**src/rtl/sound_mixer_lr.sv**
```systemverilog
`default_nettype none
// ============================================================================
// Module   : sound_mixer_lr
// Purpose  : Snapshots the four channel outputs on a sample tick, routes them to
//            the left/right buses and scales each bus by its master volume.
// Revision : 1.0
// ============================================================================
module sound_mixer_lr (
  input  logic       iClock,
  input  logic       iReset_n,
  input  logic       iSampleTick,
  input  logic [4:0] iCh1,
  input  logic [4:0] iCh2,
  input  logic [4:0] iCh3,
  input  logic [4:0] iCh4,
  input  logic [7:0] iNR50,
  input  logic [7:0] iNR51,
  input  logic [7:0] iNR52,
  output logic [9:0] oLeft,
  output logic [9:0] oRight,
  output logic       oSampleValid,
  output logic       oBusy,
  output logic       oOverrun
);

  typedef enum logic [2:0] {
    IDLE    = 3'd0,
    CAPTURE = 3'd1,
    ACC0    = 3'd2,
    ACC1    = 3'd3,
    ACC2    = 3'd4,
    ACC3    = 3'd5,
    SCALE   = 3'd6,
    DONE    = 3'd7
  } state_t;

  state_t      r_state;
  state_t      w_stateNext;

  logic [4:0]  r_ch [4];
  logic [2:0]  r_volL;
  logic [2:0]  r_volR;
  logic [7:0]  r_nr51;
  logic [6:0]  r_accL;
  logic [6:0]  r_accR;
  logic [9:0]  r_prodL;
  logic [9:0]  r_prodR;
  logic [9:0]  r_left;
  logic [9:0]  r_right;
  logic        r_valid;
  logic        r_overrun;

  logic        w_enable;
  logic        w_accStep;
  logic [1:0]  w_idx;
  logic [4:0]  w_chSel;
  logic [5:0]  w_delta;
  logic [6:0]  w_deltaExt;
  logic        w_routeL;
  logic        w_routeR;
  logic [3:0]  w_volL;
  logic [3:0]  w_volR;
  logic [11:0] w_prodLFull;
  logic [11:0] w_prodRFull;
  logic        w_unused;

  assign w_enable = iNR52[7];

  // Next-state logic; a dropped master enable overrides every state.
  always_comb begin
    w_stateNext = r_state;
    if (!w_enable) begin
      w_stateNext = IDLE;
    end else begin
      case (r_state)
        IDLE:    if (iSampleTick) w_stateNext = CAPTURE;
        CAPTURE: w_stateNext = ACC0;
        ACC0:    w_stateNext = ACC1;
        ACC1:    w_stateNext = ACC2;
        ACC2:    w_stateNext = ACC3;
        ACC3:    w_stateNext = SCALE;
        SCALE:   w_stateNext = DONE;
        DONE:    w_stateNext = IDLE;
        default: w_stateNext = IDLE;
      endcase
    end
  end

  always_ff @(posedge iClock or negedge iReset_n) begin
    if (!iReset_n) begin
      r_state <= IDLE;
    end else begin
      r_state <= w_stateNext;
    end
  end

  always_comb begin
    w_accStep = 1'b0;
    w_idx     = 2'd0;
    case (r_state)
      ACC0:    begin w_accStep = 1'b1; w_idx = 2'd0; end
      ACC1:    begin w_accStep = 1'b1; w_idx = 2'd1; end
      ACC2:    begin w_accStep = 1'b1; w_idx = 2'd2; end
      ACC3:    begin w_accStep = 1'b1; w_idx = 2'd3; end
      default: begin w_accStep = 1'b0; w_idx = 2'd0; end
    endcase
  end

  // Offset-binary to signed: a code of 31 becomes +16 with no clamp.
  assign w_chSel    = r_ch[w_idx];
  assign w_delta    = {1'b0, w_chSel} - 6'd15;
  assign w_deltaExt = {w_delta[5], w_delta};
  assign w_routeL   = r_nr51[{1'b1, w_idx}];
  assign w_routeR   = r_nr51[{1'b0, w_idx}];

  // Modulo-2^12 product of a sign-extended accumulator equals the signed product.
  assign w_volL      = {1'b0, r_volL} + 4'd1;
  assign w_volR      = {1'b0, r_volR} + 4'd1;
  assign w_prodLFull = {{5{r_accL[6]}}, r_accL} * {8'd0, w_volL};
  assign w_prodRFull = {{5{r_accR[6]}}, r_accR} * {8'd0, w_volR};

  always_ff @(posedge iClock or negedge iReset_n) begin
    if (!iReset_n) begin
      for (int i = 0; i < 4; i++) r_ch[i] <= 5'd0;
      r_volL  <= 3'd0;
      r_volR  <= 3'd0;
      r_nr51  <= 8'd0;
      r_accL  <= 7'd0;
      r_accR  <= 7'd0;
      r_prodL <= 10'd0;
      r_prodR <= 10'd0;
      r_left  <= 10'd0;
      r_right <= 10'd0;
      r_valid <= 1'b0;
    end else if (!w_enable) begin
      r_left  <= 10'd0;
      r_right <= 10'd0;
      r_valid <= 1'b0;
    end else begin
      r_valid <= 1'b0;
      case (r_state)
        CAPTURE: begin
          r_ch[0] <= iCh1;
          r_ch[1] <= iCh2;
          r_ch[2] <= iCh3;
          r_ch[3] <= iCh4;
          r_volL  <= iNR50[6:4];
          r_volR  <= iNR50[2:0];
          r_nr51  <= iNR51;
          r_accL  <= 7'd0;
          r_accR  <= 7'd0;
        end
        SCALE: begin
          r_prodL <= w_prodLFull[9:0];
          r_prodR <= w_prodRFull[9:0];
        end
        DONE: begin
          r_left  <= r_prodL;
          r_right <= r_prodR;
          r_valid <= 1'b1;
        end
        default: begin
          if (w_accStep) begin
            if (w_routeL) r_accL <= r_accL + w_deltaExt;
            if (w_routeR) r_accR <= r_accR + w_deltaExt;
          end
        end
      endcase
    end
  end

  // Ticks are only dropped (and flagged) while the mixer is enabled and busy.
  always_ff @(posedge iClock or negedge iReset_n) begin
    if (!iReset_n) begin
      r_overrun <= 1'b0;
    end else if (w_enable && iSampleTick && (r_state != IDLE)) begin
      r_overrun <= 1'b1;
    end
  end

  assign oLeft        = r_left;
  assign oRight       = r_right;
  assign oSampleValid = r_valid;
  assign oBusy        = (r_state != IDLE);
  assign oOverrun     = r_overrun;

  assign w_unused = &{1'b0, iNR50[7], iNR50[3], iNR52[6:0],
                      w_prodLFull[11:10], w_prodRFull[11:10]};

endmodule
`default_nettype wire
```
**config.mk**
```make
export PLATFORM = sky130hd
export DESIGN_NAME = sound_mixer_lr
export DESIGN_NICKNAME = d
export VERILOG_FILES = /design/src/rtl/sound_mixer_lr.sv
export SDC_FILE = /design/constraint.sdc
export NUM_CORES = 1
export LEC_CHECK = 0
export CORE_MARGIN = 10
export CORE_UTILIZATION = 35
export CTS_CLUSTER_SIZE = 16
export DETAILED_ROUTE_END_ITERATION = 16
export PLACE_DENSITY_LB_ADDON = 0.15
export REMOVE_ABC_BUFFERS = 1
export SYNTH_ARGS = -nofsm -noshare
export SYNTH_HDL_FRONTEND = slang
export SYNTH_SLANG_ARGS = --single-unit
```
**constraint.sdc**
```tcl
create_clock -name iClock -period 4.35 [get_ports iClock]
set_input_delay 0.87 -clock iClock [delete_from_list [all_inputs] [get_ports iClock]]
set_output_delay 0.87 -clock iClock [all_outputs]
set_load 0.01 [all_outputs]
```
* Word level (Yosys, flattened, before mapping)
Index checks and enable logic that the tools add are counted.
Cells by class: add/sub/neg operators 5, equality and inequality tests 9, order comparisons 3, bitwise logic cells 2, multiplexer cells 24, reductions and logical operators 13, multipliers 2
Operators with widths (count):
- $mux W10 | 4
- $mux W7 | 4
- $pmux W7 S2 | 2
- $pmux W3 S8 | 1
- $mul A7 B5 Y10 | 2
- $add A7 B7 Y7 | 2
- $eq A3 B3 Y1 const B | 4
- $bmux W5 S2 | 1
- $mux W5 | 2
- $add A3 B1 Y4 const B | 2
- $reduce_and A4 Y1 | 2
- $eq A3 B2 Y1 const B | 2
- $mux W3 | 2
- $pmux W2 S3 | 1
- $reduce_bool A2 Y1 | 3
- $sub A5 B4 Y6 const B | 1
- $mux W1 | 5
- $bmux W1 S2 | 2
- $lt A2 B4 Y1 const B | 1
- $lt A3 B4 Y1 const B | 1
- $reduce_and A2 Y1 | 2
- $reduce_or A4 Y1 | 1
- $eq A3 B1 Y1 const B | 1
- $ge A3 B3 Y1 const B | 1
- 8 further kinds | 9
Word-level totals: bits of input ports 47, flip-flop bits (word level) 93, logic and storage cells 74

* Logic depth before layout (Yosys ltp)
depth in word-level cells 11, depth in mapped cells 15

* Worst setup path after synthesis
No wires, ideal clock.
path type flip-flop to flip-flop, start point register r_volL[0], end point register r_prodL[8], arrival 3510 ps, library setup time 134 ps, required time 4216 ps, buffers on the path 0, cell stages (with the launch flop) 16, slack 706 ps, cells stage by stage dfrtp_1 -> ha_1 -> xor2_1 -> and2_1 -> ha_1 -> inv_1 -> fa_1 -> inv_1 -> fa_1 -> ha_1 -> a21o_1 -> a21o_1 -> a21o_1 -> a21oi_1 -> xor2_1 -> o21ai_0
On the way: word-level cells in the longest chain between the ends 2
Ends and longest elaborated chain:
- start, declared | RTL line 41 | logic [2:0] r_volL;
- start signal, assigned | RTL line 147 | r_volL <= iNR50[6:4];
- $add A3 B1 Y4 | RTL line 117 | assign w_volL = {1'b0, r_volL} + 4'd1;
- $mul A7 B5 Y10 | RTL line 119 | assign w_prodLFull = {{5{r_accL[6]}}, r_accL} * {8'd0, w_volL};
- end signal, assigned | RTL line 154 | r_prodL <= w_prodLFull[9:0];
- end, declared | RTL line 46 | logic [9:0] r_prodL;
Every way passes these cells. A chain may end at the register's enable or synchronous reset.

* Worst setup path in the final report
start point register r_volR[1], end point register r_prodR[9]
On the way: word-level cells in the longest chain between the ends 2
Ends and longest elaborated chain:
- start, declared | RTL line 42 | logic [2:0] r_volR;
- start signal, assigned | RTL line 148 | r_volR <= iNR50[2:0];
- $add A3 B1 Y4 | RTL line 118 | assign w_volR = {1'b0, r_volR} + 4'd1;
- $mul A7 B5 Y10 | RTL line 120 | assign w_prodRFull = {{5{r_accR[6]}}, r_accR} * {8'd0, w_volR};
- end signal, assigned | RTL line 155 | r_prodR <= w_prodRFull[9:0];
- end, declared | RTL line 47 | logic [9:0] r_prodR;
Every way passes these cells.

==> flow_metrics.py <==
metrics = {
    "run_status": {
        "status": "completed",
    },
    "clocking": {
        "post-cts-setup-buffers": 0,
        "hold_buffers": 0,
        "cts_max_level": 3,
        "cts_buffer_depth": 2,
        "cts_root_buf": "clkbuf_16",
        "cts.sink_count": 93,
        "insertion_delay_ps": 350,
        "cts_tree": "built",
        "numCtsBuffers": 9,
        "clkTransAtPathRegs_ps": 70,
        "ctsResizeCount": 0,
    },
    "die": {
        "io_pins": 70,
        "fp.dieH_um": 152,
        "initial_core_util": 0.354,
        "fp.dieW_um": 152,
        "die-area_mm2": 0.0230,
        "coreArea_mm2": 0.0171,
        "row_count": 48,
    },
    "detailed_routing": {
        "ant_nets": 0,
        "num_vias": 3956,
        "wl_per_cell_um": 14.2,
        "drc": 0,
        "routed_wl_um": 11900,
        "viasPerCell": 4.73,
        "drt_iter0_markers": 156,
        "first_pass_iters": 4,
    },
    "logic_synthesis": {
        "postSynthCellCount": 546,
        "synth_edf_count": 0,
        "synth-main-ff-cell": "dfrtp_1",
        "syn_avg_cell_area_um2": 11.1,
        "ys_seq_elements": 93,
        "synthesis.area_mm2": 0.00605,
        "ys_types": 40,
        "synthArstFlopShare": 1.00,
        "synth_warnings": 0,
        "seq_area_frac_synth": 0.384,
    },
    "sta": {
        "min_period_over_period": 0.905,
        "maxSlewViolCount": 0,
        "post-route-min-period_ps": 3940,
        "fmax_mhz": 254,
        "slew_headroom": 0.270,
        "rsz0062_at_grt": "false",
        "finClkSkew_ps": 7.38,
        "finalSetupViolCount": 0,
        "setup_tns_ps": 0,
        "tightestPinTransition_ps": 1090,
        "worst_slack_ps": 411,
        "finalHoldViolCount": 0,
    },
    "cells_and_area": {
        "fin_nets": 733,
        "antenna_cells": 0,
        "register_area_mm2": 0.00233,
        "drive_above_1_share": 0.123,
        "multi_input_area_mm2": 0.00350,
        "syn2layout_area_growth_pct": 19.8,
        "nFillCells": 1655,
        "final_util": 0.424,
    },
    "global_routing": {
        "track_usage": 0.111,
        "grt_pass1_wl_um": 20700,
        "grt_overflow": 0,
        "grt_max_degree": 76,
        "antenna_found_initial": 0,
        "grt_pass1_vias": 4218,
    },
    "flow_run": {
        "maxCapViolations": 0,
    },
    "setup_path": {
        "crit_type": "flip-flop to flip-flop",
        "end_kind": "flip-flop",
        "cp.arrival_ps": 4120,
        "slowest_stage": "fa_1",
        "worstPathMaxFanout": 7,
        "critPathRequiredTime_ps": 4530,
        "path_common_cell": "ha_1",
        "cp_cell_sequence": "ha_1 -> xor2_1 -> and2_1 -> ha_1 -> inv_1 -> fa_1 -> fa_1 -> inv_1 -> ha_1 -> a21oi_1 -> o21ai_0 -> o41ai_1 -> xnor2_1 -> o21ai_0",
        "cpPeakStageDelay_ps": 540,
        "cp-start-kind": "flip-flop",
    },
    "place": {
        "place_hpwl_um": 9130,
        "gp_congestion": 0.778,
        "dpl_worst_slack_ps": 351,
        "io_buffers": 60,
    },
    "pwr": {
        "cellLeakagePower_uw": 0.00344,
        "power_uw": 2970,
        "ir_worst_vdd_mv": 0.215,
        "powerDensity_mw_per_mm2": 409,
    },
    "hold_path": {
        "min_path_type": "flip-flop to flip-flop",
    },
}
==> Yosys cell counts, drive strengths merged (9+ instances only) <==
cell type,count,area [um2]
xnor2,21,184
a21o,14,105
fa,26,521
and2,36,225
o21ai,26,130
mux2,40,450
dfrtp,93,2330
inv,46,173
nor2b,9,56.3
a21oi,12,60.1
xor2,19,174
clkbuf,15,56.3
a22o,24,210
nor2,16,60.1
nand2,35,139
ha,53,663
nand2b,10,62.6
==> cell usage in the layout, fill, tap and decap left out, drive strengths merged, types with 3 or more instances in the layout <==
cell type and instances:
a21boi 3, a21o 14, a21oi 12, a22o 24, a31oi 3, and2 36
and3 3, buf 9, clkbuf 10, clkdlybuf4s50 59, dfrtp 93, fa 26
ha 53, inv 47, mux2 40, mux4 5, nand2 35, nand2b 10
nor2 16, nor2b 9, nor3 4, o21ai 26, or3 5, xnor2 21
xor2 19
==> through the flow <==
| stage | instance area (um2) | cells | hold slack (ps) |
|---|---|---|---|
| final | 7250 | 837 | 465 |
| after global routing | 7250 | 837 | 481 |
| after CTS | 7250 | 837 | 470 |
| after detailed placement | 6940 | 821 | 454 |
| after global placement | 6940 | 821 | 451 |
| after floorplan | 5990 | 528 | 450 |
==> critical path, delay by kind of cell (launching register included) <==
family | cells | cell delay, ps
buffers and inverters | 2 | 120
XOR/XNOR | 2 | 510
AO/OA/AOI/OAI | 4 | 830
AND/OR/NAND/NOR | 1 | 190
adder cells (fa/ha/maj) | 5 | 1720
flip-flops | 1 | 400
==> per-layer routing <==
layer  track usage  up-vias  part of all wire
met5             0        -                 0
met4        0.0410        0             0.012
met3        0.0282       11             0.050
met2         0.168       66              0.44
met1         0.150     1883              0.50
li1              -     1996                 -
==> flip-flops by register name (all words and copies together) (netlist names) <==
signal / flops
oLeft: 10
oOverrun: 1
oRight: 10
oSampleValid: 1
r_accL: 7
r_accR: 7
r_ch: 20
r_nr51: 8
r_prodL: 10
r_prodR: 10
r_state: 3
r_volL: 3
r_volR: 3
==> worst paths after layout <==
check | startpoint | endpoint | slack [ps] | depth (start not counted)
max in group asynchronous | iReset_n | r_prodR[1] | 2830 | 2
worst min-delay path | oOverrun | oOverrun | 470 | 1
worst min register to register | oOverrun | oOverrun | 470 | 1
worst max-delay path | r_volR[1] | r_prodR[9] | 410 | 14
min in group asynchronous | iReset_n | oRight[8] | 680 | 1
worst max register to register | r_volR[1] | r_prodR[9] | 410 | 14
==> power breakdown <==
group / internal, uW / switching (uW) / total (uW)
sequential: 998 / 107 / 1100
clock: 504 / 347 / 851
combinational: 499 / 513 / 1010
total: 2000 / 967 / 2970
==> final cells by class <==
cell class	instances	area share
clock inverters	6	0.0119
clock buffers	10	0.0316
inverters	46	0.0238
multi-input cells	389	0.482
well taps	225	0.0388
repair buffers	68	0.0907
flip-flops and latches	93	0.321
==> kinds of logic after synthesis <==
logic type,after synthesis,synth area share
AO/OA/AOI/OAI,96,0.114
XOR/XNOR,40,0.0591
adder cells (fa/ha/maj),79,0.195
buffers and inverters,64,0.0397
flip-flops,93,0.384
multiplexers,47,0.0963
AND/OR/NAND/NOR,127,0.111
No activity file was read; power rests on OpenSTA's default activity.
